**config.mk**
```make
export PLATFORM = sky130hd
export DESIGN_NAME = msdf_mult_seq
export DESIGN_NICKNAME = d
export VERILOG_FILES = /design/src/rtl/msdf_pkg.sv /design/src/rtl/msdf_digit_shreg.sv /design/src/rtl/msdf_mult_seq.sv
export SDC_FILE = /design/constraint.sdc
export NUM_CORES = 1
export LEC_CHECK = 0
export CORE_MARGIN = 2
export CORE_UTILIZATION = 56
export CTS_CLUSTER_SIZE = 25
export DETAILED_ROUTE_END_ITERATION = 10
export DONT_BUFFER_PORTS = 1
export GPL_TIMING_DRIVEN = 0
export PLACE_DENSITY = 0.71
export SETUP_SLACK_MARGIN = 0.02
export SYNTH_ARGS = -nofsm -noshare
export SYNTH_HDL_FRONTEND = slang
export SYNTH_SLANG_ARGS = --single-unit
```
**constraint.sdc**
```tcl
create_clock -name clk -period 3.8 [get_ports clk]
set_clock_uncertainty 0.2 [all_clocks]
set_input_delay 0.76 -clock clk [delete_from_list [all_inputs] [get_ports clk]]
set_output_delay 0.76 -clock clk [all_outputs]
set_load 0.01 [all_outputs]
```
**src/rtl/msdf_pkg.sv**
```systemverilog
// Shared definitions for the MSDF multiplier sequencer: digit codes, FSM states, defaults.
// Optional abort support in msdf_mult_seq is enabled with `define MSDF_SEQ_ABORT_EN.
package msdf_pkg;

   localparam int NDIG_DEF  = 8;
   localparam int DELTA_DEF = 3;

   localparam logic [1:0] DIG_POS  = 2'b10;
   localparam logic [1:0] DIG_NEG  = 2'b01;
   localparam logic [1:0] DIG_ZERO = 2'b00;

   typedef enum logic [2:0] {
      ST_IDLE  = 3'd0,
      ST_CLR   = 3'd1,
      ST_FEED  = 3'd2,
      ST_FLUSH = 3'd3,
      ST_DONE  = 3'd4
   } seq_state_e;

   // The redundant zero code 2'b11 is folded to 2'b00 so it never reaches the multiplier.
   function automatic logic [1:0] dig_clean(input logic [1:0] d);
      logic [1:0] r;
      if (d == 2'b11) begin
         r = DIG_ZERO;
      end else begin
         r = d;
      end
      return r;
   endfunction

endpackage

```
**src/rtl/msdf_digit_shreg.sv**
```systemverilog
// MSD-first radix-2 signed-digit shift register with parallel load.
// Shifts left by one digit per enabled cycle, inserting din at the LSD position.
module msdf_digit_shreg
   import msdf_pkg::*;
#(
   parameter int NDIG = NDIG_DEF
) (
   input  logic              clk,
   input  logic              rst,
   input  logic              load,
   input  logic [2*NDIG-1:0] load_val,
   input  logic              shift,
   input  logic [1:0]        din,
   output logic [2*NDIG-1:0] q,
   output logic [2*NDIG-1:0] nxt,
   output logic [1:0]        msd
);

   logic [2*NDIG-1:0] word_q;
   logic [2*NDIG-1:0] word_d;

   // Load has priority over shift.
   always_comb begin
      word_d = word_q;
      if (load) begin
         word_d = load_val;
      end else if (shift) begin
         word_d = {word_q[2*NDIG-3:0], din};
      end else begin
         word_d = word_q;
      end
   end

   // Digit storage.
   always_ff @(posedge clk or posedge rst) begin
      if (rst) begin
         word_q <= '0;
      end else begin
         word_q <= word_d;
      end
   end

   assign q   = word_q;
   assign nxt = word_d;
   assign msd = word_q[2*NDIG-1 -: 2];

endmodule

```
**src/rtl/msdf_mult_seq.sv**
```systemverilog
// Sequencer for the online MSDF multiplier: operand streaming, delay drain, result assembly.
// Define MSDF_SEQ_ABORT_EN to add the abort input.
module msdf_mult_seq
   import msdf_pkg::*;
#(
   parameter int NDIG  = NDIG_DEF,
   parameter int DELTA = DELTA_DEF
) (
   input  logic              clk,
   input  logic              reset,
   input  logic              start,
   input  logic [2*NDIG-1:0] x_in,
   input  logic [2*NDIG-1:0] y_in,
`ifdef MSDF_SEQ_ABORT_EN
   input  logic              abort,
`endif
   output logic              busy,
   output logic              done,
   output logic [2*NDIG-1:0] p_out,
   output logic              m_rst,
   output logic [1:0]        m_xi,
   output logic [1:0]        m_yi,
   output logic              m_valid,
   output logic              m_valid2,
   output logic              m_valid3,
   input  logic [1:0]        m_p
);

   localparam int CW = $clog2(NDIG + DELTA + 1);
   localparam logic [CW-1:0] FEED_LAST  = CW'(NDIG - 1);
   localparam logic [CW-1:0] FLUSH_LAST = CW'(NDIG + DELTA - 1);
   localparam logic [CW-1:0] CAP_FIRST  = CW'(DELTA);
   localparam logic [CW-1:0] CAP_LAST   = CW'(DELTA + NDIG - 1);

   seq_state_e        state_q, state_d;
   logic [CW-1:0]     cnt_q, cnt_d;
   logic              busy_q, busy_d;
   logic              done_q, done_d;
   logic              m_rst_q, m_rst_d;
   logic              m_valid_q, m_valid_d;
   logic              m_valid2_q, m_valid3_q;
   logic [1:0]        m_xi_q, m_xi_d;
   logic [1:0]        m_yi_q, m_yi_d;
   logic [2*NDIG-1:0] p_out_q, p_out_d;

   logic              abort_hit;
   logic              accept;
   logic              op_load;
   logic [2*NDIG-1:0] x_load_val, y_load_val;
   logic              op_shift;
   logic              cap_load, cap_shift;
   logic [1:0]        x_msd, y_msd;
   logic [2*NDIG-1:0] cap_nxt;
   logic [2*NDIG-1:0] x_word_unused, y_word_unused, x_nxt_unused, y_nxt_unused;
   logic [2*NDIG-1:0] cap_word_unused;
   logic [1:0]        cap_msd_unused;

   assign accept = (state_q == ST_IDLE) && start;

`ifdef MSDF_SEQ_ABORT_EN
   assign abort_hit = abort && ((state_q == ST_CLR) || (state_q == ST_FEED) || (state_q == ST_FLUSH));
`else
   assign abort_hit = 1'b0;
`endif

   // Next state and digit counter.
   always_comb begin
      state_d = state_q;
      cnt_d   = cnt_q;
      if (abort_hit) begin
         state_d = ST_IDLE;
         cnt_d   = '0;
      end else begin
         case (state_q)
            ST_IDLE: begin
               if (start) begin
                  state_d = ST_CLR;
               end else begin
                  state_d = ST_IDLE;
               end
            end
            ST_CLR: begin
               state_d = ST_FEED;
               cnt_d   = '0;
            end
            ST_FEED: begin
               cnt_d = cnt_q + CW'(1);
               if (cnt_q == FEED_LAST) begin
                  state_d = ST_FLUSH;
               end else begin
                  state_d = ST_FEED;
               end
            end
            ST_FLUSH: begin
               cnt_d = cnt_q + CW'(1);
               if (cnt_q == FLUSH_LAST) begin
                  state_d = ST_DONE;
               end else begin
                  state_d = ST_FLUSH;
               end
            end
            ST_DONE: begin
               state_d = ST_IDLE;
               cnt_d   = '0;
            end
            default: begin
               state_d = ST_IDLE;
               cnt_d   = '0;
            end
         endcase
      end
   end

   // Operand registers are zeroed on abort so no stale digits survive.
   assign op_load    = accept || abort_hit;
   assign x_load_val = abort_hit ? '0 : x_in;
   assign y_load_val = abort_hit ? '0 : y_in;
   assign op_shift   = (state_d == ST_FEED);

   // Product digit c-DELTA arrives while the counter shows c.
   assign cap_load  = (state_d == ST_CLR);
   assign cap_shift = ((state_q == ST_FEED) || (state_q == ST_FLUSH)) && !abort_hit &&
                      (cnt_q >= CAP_FIRST) && (cnt_q <= CAP_LAST);

   msdf_digit_shreg #(.NDIG(NDIG)) u_x_shreg (
      .clk(clk), .rst(reset), .load(op_load), .load_val(x_load_val), .shift(op_shift),
      .din(DIG_ZERO), .q(x_word_unused), .nxt(x_nxt_unused), .msd(x_msd)
   );

   msdf_digit_shreg #(.NDIG(NDIG)) u_y_shreg (
      .clk(clk), .rst(reset), .load(op_load), .load_val(y_load_val), .shift(op_shift),
      .din(DIG_ZERO), .q(y_word_unused), .nxt(y_nxt_unused), .msd(y_msd)
   );

   msdf_digit_shreg #(.NDIG(NDIG)) u_cap_shreg (
      .clk(clk), .rst(reset), .load(cap_load), .load_val({(2*NDIG){1'b0}}), .shift(cap_shift),
      .din(m_p), .q(cap_word_unused), .nxt(cap_nxt), .msd(cap_msd_unused)
   );

   // Registered outputs, all derived from the state being entered.
   always_comb begin
      busy_d    = (state_d != ST_IDLE);
      done_d    = (state_d == ST_DONE);
      m_rst_d   = (state_d == ST_CLR) || abort_hit;
      m_valid_d = (state_d == ST_FEED) || (state_d == ST_FLUSH);
      m_xi_d    = DIG_ZERO;
      m_yi_d    = DIG_ZERO;
      p_out_d   = p_out_q;
      if (state_d == ST_FEED) begin
         m_xi_d = dig_clean(x_msd);
         m_yi_d = dig_clean(y_msd);
      end else begin
         m_xi_d = DIG_ZERO;
         m_yi_d = DIG_ZERO;
      end
      if ((state_d == ST_DONE) && (state_q == ST_FLUSH)) begin
         p_out_d = cap_nxt;
      end else begin
         p_out_d = p_out_q;
      end
   end

   // State, counter and output registers.
   always_ff @(posedge clk or posedge reset) begin
      if (reset) begin
         state_q    <= ST_IDLE;
         cnt_q      <= '0;
         busy_q     <= 1'b0;
         done_q     <= 1'b0;
         m_rst_q    <= 1'b0;
         m_valid_q  <= 1'b0;
         m_valid2_q <= 1'b0;
         m_valid3_q <= 1'b0;
         m_xi_q     <= DIG_ZERO;
         m_yi_q     <= DIG_ZERO;
         p_out_q    <= '0;
      end else begin
         state_q    <= state_d;
         cnt_q      <= cnt_d;
         busy_q     <= busy_d;
         done_q     <= done_d;
         m_rst_q    <= m_rst_d;
         m_valid_q  <= m_valid_d;
         m_valid2_q <= m_valid_q;
         m_valid3_q <= m_valid2_q;
         m_xi_q     <= m_xi_d;
         m_yi_q     <= m_yi_d;
         p_out_q    <= p_out_d;
      end
   end

   assign busy     = busy_q;
   assign done     = done_q;
   assign m_rst    = m_rst_q;
   assign m_valid  = m_valid_q;
   assign m_valid2 = m_valid2_q;
   assign m_valid3 = m_valid3_q;
   assign m_xi     = m_xi_q;
   assign m_yi     = m_yi_q;
   assign p_out    = p_out_q;

endmodule

```
After elaboration in Yosys (flattened, before gate mapping). Cells that the tools add are included.

Eq/ne operators: 11. Mux-type cells: 15. Reduce and logical (&&, ||, !) cells: 10. Order comparisons: 2. Add/sub/neg operators: 1.

Operator list (number): two-way mux 16 bit (6); equality test 3 x 2 -> 1 bit, second input constant (4); one-hot mux 3 bit (4 select lines) (1); two-way mux 2 bit (4); one-hot mux 4 bit (2 select lines) (1); equality test 3 x 1 -> 1 bit, second input constant (2); adder 4 x 1 -> 4 bit, second input constant (1); equality test 2 bit, second input constant (2); equality test 4 x 3 -> 1 bit, second input constant (1); equality test 4 bit, second input constant (1); greater-or-equal comparator 4 x 2 -> 1 bit, second input constant (1); <= comparator 4 bit, second input constant (1); logical AND 1 bit (4); equality test 3 bit, second input constant (1); zero test 3 bit (1); two-way mux 3 bit (1); nonzero test 3 bit (1); logical OR 1 bit (2); two-way mux 1 bit (2); nonzero test 2 bit (1); OR reduction 2 bit (1).

Word-level logic and storage cells: 53. Register bits after elaboration: 81. Output and inout port bits: 26.

Logic depth before layout (Yosys ltp).
Depth after elaboration: 6. Gate-level depth with buffers: 8. Gate-level depth less buffers: 7.

Hierarchy. A second synthesis with hierarchy kept.

Cell total of the unflattened synthesis: 320. Area, all modules: 3717.3 um^2.

Modules (own cells, without submodules): msdf_digit_shreg (seq. area each 400.4 um^2, cells an instance 72, instances 3, area each 764.5 um^2); msdf_mult_seq (seq. area each 825.8 um^2, cells an instance 104, instances 1, area each 1423.9 um^2).

Worst setup path before layout. Ideal clock, no wire load.

Path kind: input port to flip-flop. From: input start. To: register u_x_shreg.word_q[10] (netlist: u_x_shreg.q[10]). Data arrival time: 1.722 ns. Cell stages on the path: 7. Slack: 1.751 ns. Library setup time: 0.127 ns. Data required time: 3.473 ns. Cell sequence: nor2b_1 > nand2_2 > inv_1 > clkbuf_8 > buf_4 > a222oi_1 > inv_1.

Cells in the longest elaborated chain, start to end: 4. Elaborated cells on any way between the ends: 6. Classes of those cells: eq/ne: 1; mux: 3; reduce/logical: 2.

RTL lines: start: declaration (line msdf_mult_seq.sv:11) `input logic start,`; two-way mux 1 bit (line msdf_mult_seq.sv:76) `if (start) begin`; one-hot mux 3 bit (4 select lines) (line msdf_mult_seq.sv:74) `case (state_q)`; equality test 3 x 2 -> 1 bit (line msdf_mult_seq.sv:118) `assign op_shift = (state_d == ST_FEED);`; nonzero test 2 bit (no source line); end signal: assignment (line msdf_digit_shreg.sv:39) `word_q <= word_d;`; end: declaration (line msdf_digit_shreg.sv:19) `logic [2*NDIG-1:0] word_q;`.

Several ways; a longest one is shown, not always the timed one. A chain may end at the register's enable or synchronous reset.

Worst setup path in the final report.
From: register cnt_q[0]. To: register u_y_shreg.word_q[14] (netlist: u_y_shreg.q[14]).

Cells in the longest elaborated chain, start to end: 5. Elaborated cells on any way between the ends: 7. Classes of those cells: eq/ne: 3; mux: 3; reduce/logical: 1.

RTL lines: start: declaration (line msdf_mult_seq.sv:36) `logic [CW-1:0] cnt_q, cnt_d;`; start signal: assignment (line msdf_mult_seq.sv:179) `cnt_q <= cnt_d;`; equality test 4 bit or equality test 4 x 3 -> 1 bit (tied branches) (line msdf_mult_seq.sv:96, msdf_mult_seq.sv:88); two-way mux 3 bit or two-way mux 1 bit (tied branches) (line msdf_mult_seq.sv:96, msdf_mult_seq.sv:88); one-hot mux 3 bit (4 select lines) (*) (line msdf_mult_seq.sv:74); equality test 3 x 2 -> 1 bit (*) (line msdf_mult_seq.sv:118); nonzero test 2 bit (no source line) (*); end signal: assignment (line msdf_digit_shreg.sv:39); end: declaration (line msdf_digit_shreg.sv:19).

Every way passes the cells marked *; elsewhere a longest branch is shown, timed or not.

==> results.md <==
- Via count: 2507
- GRT overflow: 0
- Met3 usage: 5.43%
- Yosys warning count: 0
- Final setup viols: 0
- Share of post-route cells with drive strength above 1: approximately an eighth
- Leading area contributor after synthesis: dfrtp_1
- Share of the synthesized area in the top cell type: 57.5%
- Hold slack final: 0.0702 ns
- DIE WIDTH: 82.4 um
- Top Ports: 63
- R2r setup slk: ~1.6 ns
- Row count: 28
- Fin nets: 376
- CTS resizes: 0
- Endpoints failing hold: 0
- Rel. slew slack: 67.3%
- Post-route clock period utilization: between 50% and 60%
- Clock Latency Late Sink: 0.35 ns
- Post-synthesis sequential area ratio: 57.5%
- CP Capture Type: register
- Worst Setup Start Kind: register
- Most used DFF post-synth: dfrtp_1
- Setup CP Type: reg -> reg
- Antenna cells: 0
- Post-synthesis compound-gate area fraction: 17.3%
- Max FO, Critical Path: 10
- CTS tree: built
- CTS root buf: clkbuf_8
- Num Clock Sinks: 79
- Finished Layout Cells: between 400 and 500
- DPL Wire Length: 4890 um
- Tot GR Track Use: a little under a quarter
- Most instantiated cells after synthesis: dfrtp_1, nand2_1, inv_1
- Drt via density: 6.01
- Avg Cell Area, Syn: 10.6 um2
- Largest family of logic cells by synthesized area: compound AO/OA/AOI/OAI gates
- Global-route wire length before repair: 11800 um
- PwrDens: 867 nW/um2
- Synthesis-stage register bit count: between 70 and 80
- Synth-to-Final Area Change: 10.3%
- Adder-Cell Fraction of Synth Area: less than 1%
- # H-tree levels: 3
- Fin crit period: 2.23 ns
- Cts bufs inserted: 9
- Initial antenna violation count: 0
- Die Ht: 82.4 um
- GPL Wtd Cong: 0.815
- Setup TNS: 0 ns
- Fmax: 448 MHz
- Final ANT Viol Nets: 0
- Initial DRC count: 299
- Hold_buf cts: 0
- Worst-margin pin slew: around 0.49 ns
- CTS max path bufs: 2
- Mapped cell area: 3440 um2
- GR Util met2: a little over a third
- Hold WC Path Type: in -> async
- Number of global-route vias before repair: 2449
- Synth Area in Simple Gates: 14.8%
- Multiplexer share of the synthesized area: 0.291%
- Remaining DRCs: 0
- Synth Instances: 325
- Maximum vdd drop: roughly 540 uV
- Largest net degree at the start of global routing: between 40 and 50
- Most common cell in the synthesized netlist: dfrtp_1
- Synthesized Nets: 364
- Clock-pin slew on the worst setup and hold paths: 0.09 ns
- RSZ-0062 raised after global routing: false
- Post-placement cell count: 401
- Setup WS pre-CTS: around 1.5 ns
- Final Slew Violations: 0
- Worst Path Arrival: 2.25 ns
- Final WS setup: 1.57 ns
- Xor/xnor cell area share of the yosys netlist: 0%
- Leakage: approximately 1.9 nW
- FFs w/ async S/R, synth: 100%
- Wire length per cell: 16.9 um
- Die area: 6780 um2
- Number of distinct library cells after synthesis: between 40 and 50
- TritonRoute pass-1 iters: 9
- Result of the run: finished, final reports clean
- Dominant cells by area after synthesis: dfrtp_1, a222oi_1, nand2_1, inv_1, nand3_1
- Routed WL: 7040 um
- Core ar.: a little under 6000 um2
- Post-CTS Setup Bufs: 0
- Post-synth EDFFs: 0
- Worst Path Required: 3.82 ns
- Gr busiest metal: met2
- Initial Util: 58.1%
- Max Cap Viol: 0
- Grt met1 use: 31.3%
- PortBufs: 0
- Final Util: between 60% and 70%
## metal layers
layer / share of wire, % / vias to the layer above
li1: - / 1179
met4: 1.5 / 0
met2: 47 / 82
met1: 46 / 1236
met3: 5.9 / 10
met5: 0 / -
## layout make-up
class	instances	area, um2
Tap cell	75	93.8
Timing Repair Buffer	1	27.5
Clock buffer	10	138
Fill cell	486	2130
Inverter	36	138
Multi-Input combinational cell	185	1140
Buffer	25	189
Clock inverter	6	92.6
Sequential cell	79	1980
## state kept, by name, summed over array words and instances (netlist names)
register,count
m_valid2,1
u_cap_shreg.q,14
m_rst,1
p_out,16
m_valid,1
m_valid3,1
m_yi,2
cnt_q,4
busy,1
u_y_shreg.q,16
u_x_shreg.q,16
done,1
m_xi,2
state_q,3
## final timing paths
path	startpoint	endpoint	depth (start not counted)
worst min-delay path	reset	m_xi[0]	1
worst max register to register	cnt_q[0]	u_y_shreg.q[14]	7
min in group clk	u_y_shreg.q[14]	m_yi[1]	1
worst max-delay path	cnt_q[0]	u_y_shreg.q[14]	7
worst min register to register	u_y_shreg.q[14]	m_yi[1]	1
max in group asynchronous	reset	p_out[0]	2
## where the power goes
group,internal [W],total (W),switching [W]
clock network,0.000391,0.000707,0.000316
logic,0.000517,0.00118,0.000660
registers,0.00115,0.00140,0.000256
## placed cells by master, fill, tap and decap left out, drive strengths merged, types with 2 or more instances in the layout
cell       n
bufinv     2
clkbuf    19
nand2     45
buf       17
nor3       3
nor2       6
a222oi    26
clkinvlp   2
nor2b      6
ha         2
and3b      3
o21ai     21
o22ai      2
a21oi     18
and4b      2
o22a       2
a21o       2
dfrtp     79
a211oi     3
o21bai     3
inv       37
nand3     27
## critical path: stages, from the launching register on
cell	delay, ns
dfrtp_1	0.44
ha_1	0.28
and3b_1	0.21
o32a_1	0.35
buf_6	0.15
buf_6	0.14
a222oi_1	0.25
inv_1	0.09
## through the flow
stage	total power [W]	instance area (um2)
2_1_floorplan	0.00231	3440
3_3_place_gp	0.00254	3530
3_5_place_dp	0.00259	3560
4_1_cts	0.00330	3790
5_1_grt	0.00354	3790
6_report	0.00329	3790
## cells by family (layout without fill, tap and decap cells)
group / Yosys count / count (layout)
buffers and inverters: 61 / 78
adder cells (fa/ha/maj): 2 / 2
AND/OR/NAND/NOR: 100 / 100
flip-flops: 79 / 79
AO/OA/AOI/OAI: 82 / 82
multiplexers: 1 / 1
No activity file was read; power rests on OpenSTA's default activity.
==> patch (same flow settings) <==
Reset style: synchronous (`reset` and `rst`), changed in 2 clocked blocks.
--- a/src/rtl/msdf_digit_shreg.sv
+++ b/src/rtl/msdf_digit_shreg.sv
@@ -32,7 +32,7 @@
    end
 
    // Digit storage.
-   always_ff @(posedge clk or posedge rst) begin
+   always_ff @(posedge clk) begin
       if (rst) begin
          word_q <= '0;
       end else begin
--- a/src/rtl/msdf_mult_seq.sv
+++ b/src/rtl/msdf_mult_seq.sv
@@ -161,7 +161,7 @@
    end
 
    // State, counter and output registers.
-   always_ff @(posedge clk or posedge reset) begin
+   always_ff @(posedge clk) begin
       if (reset) begin
          state_q    <= ST_IDLE;
          cnt_q      <= '0;
Behaviour: differs if reset is asserted again (counterexample within 4 cycles, from zero or initial values and one cycle with reset high); with reset held inactive, the same outputs for 10 cycles.
==> patch against the original RTL <==
Sequential cell count stayed put. Area after synthesis down 2.8%. Non-clock buffer count increased by 2. Wire length increased by 0.33%. Worst setup slack gained 0.041 ns. Design area fell by 3.5%. Critical path depth decreased by 1. Maximum frequency rose by 1.9%. Critical path type unchanged. Critical endpoint is now u_y_shreg.q[6]$_SDFFE_PP0P_.
Power is not compared: it rests on default switching activity, and its combinational part moved more than twofold at a synthesized area within 25%.
==> patch: results (changes against the original RTL) <==
Placed design
  – Placed cells: 444 (+11%)
  – Pre-CTS WS: 1.54 ns (-0.00350 ns)
  – Gpl congestion: 0.827 (+1.5%)
  – Post-DP HPWL: 5070 um (+3.9%)

Timing
  – Worst hold slack: 0.246 ns (+0.176 ns)
  – Worst slew pin tran: 0.672 ns (+0.184 ns)

GRT
  – Vias in the first global route: 2,459 (+0.41%)
  – First-pass GRT wire length: 11,500 um (-2.4%)
  – Total GRT Usage: 22.9% (-0.20 points)

Logic synthesis
  – Asr flop ratio synth: 0% (-100 points)
  – Area contributors post-synth: dfxtp_1 (47%), nor2_1 (11%), nor4_2 (7.5%), mux2i_1 (5.1%), nor4_1 (3.7%)
  – Synth top cells by count: nor2_1 (100), dfxtp_1 (79), nor4_1 (20), nor4_2 (20), nand2_1 (18)
  – Avg Inst Size Synth: 9.06 um2 (-14%)
  – Net count after synthesis: 408 (+12%)
  – Cell variety after synth: 43 (+4.9%)
  – Adder-cell share of the synthesized area: 0.749% (+0.021 points)

Clock tree
  – CTS clk-pin slew, worst paths: 0.07 ns (-0.02 ns)

Setup path
  – Reg2reg start: cnt_q[0]$_SDFFE_PP0P_
  – Reg2Reg Depth: 6 (-1)
  – Reg-to-reg endpoint: u_y_shreg.q[6]$_SDFFE_PP0P_
  – Slowest CP cell: dfxtp_1

Detailed routing
  – Initial DRT Pass Iterations: 4 (-5)
  – Vias: 2,643 (+5.4%)
  – Final WL: 7070 um (+0.33%)
  – First DRT Iteration DRCs: 139 (-54%)

Finish
  – Reg area: 1580 um2 (-20%)
  – Count of nets after finishing: 419 (+11%)
  – Non-Filler Instances: 460 (+10%)
  – Fillcell total: 528 (+8.6%)

Min path
  – Worst Hold Class: reg -> reg

Status
  – Status: finished clean
[patch: cell count changes after synthesis, sizes merged, moves of 6 or more]
cell / change
nor3b: +6
nor4: +40
dfxtp: +79
o21ai: -20
mux2i: +16
nand2: -27
a222oi: -26
nor2: +96
dfrtp: -79
nand3: -26
a21oi: -12
inv: -32
nor3: +15
[patch: logic make-up (layout without fill, tap and decap cells)]
logic type | after synthesis | count (layout)
buffers and inverters | 32 | 48
AOI/OAI and AO/OA | 29 | 29
DFF | 79 | 79
and+or+nand+nor | 210 | 210
muxes | 17 | 17
adders and majority gates | 2 | 2
[patch: final cells by class]
| class | instances | area share (%) |
|---|---|---|
| inverter | 4 | 0.410 |
| buffer | 28 | 4.03 |
| clock buffer | 11 | 3.86 |
| clock inverter | 5 | 2.22 |
| sequential | 79 | 43.2 |
| multi-input combinational | 258 | 43.7 |
| tap | 75 | 2.56 |
[patch: worst max-delay path, delay by kind of cell, from the launching register on]
| family | cells | cell delay, ns |
|---|---|---|
| AOI/OAI and AO/OA | 1 | 0.33 |
| adders and majority gates | 1 | 0.31 |
| buffers and inverters | 1 | 0.28 |
| DFF | 1 | 0.43 |
| and+or+nand+nor | 3 | 0.55 |
[patch: worst max-delay path by stage]
stage | startpoint | endpoint | slack [ns] | cells after the start
after floorplan | start | u_cap_shreg.q[10]$_SDFF_PP0_ | 1.67 | 7
after global placement | start | u_cap_shreg.q[10]$_SDFF_PP0_ | 1.52 | 7
after detailed placement | start | u_cap_shreg.q[10]$_SDFF_PP0_ | 1.54 | 7
after CTS | cnt_q[0]$_SDFFE_PP0P_ | u_y_shreg.q[6]$_SDFFE_PP0P_ | 1.63 | 6
after global routing | cnt_q[1]$_SDFFE_PP0P_ | u_y_shreg.q[4]$_SDFFE_PP0P_ | 1.46 | 6
final | cnt_q[0]$_SDFFE_PP0P_ | u_y_shreg.q[6]$_SDFFE_PP0P_ | 1.61 | 6
[patch: power breakdown]
group / total [uW] / switching, uW / internal [uW]
registers: 910 / 32.5 / 877
clock network: 686 / 298 / 388
logic: 210 / 130 / 80.0
[patch: metal layers]
| metal | global-route usage, % | wire length (um) | vias to the layer above |
|---|---|---|---|
| met1 | 28.9 | 3180 | 1241 |
| met2 | 36.9 | 3400 | 60 |
| li1 | - | - | 1329 |
| met3 | 6.67 | 360 | 13 |
| met5 | 0 | 0 | - |
| met4 | 8.98 | 119 | 0 |
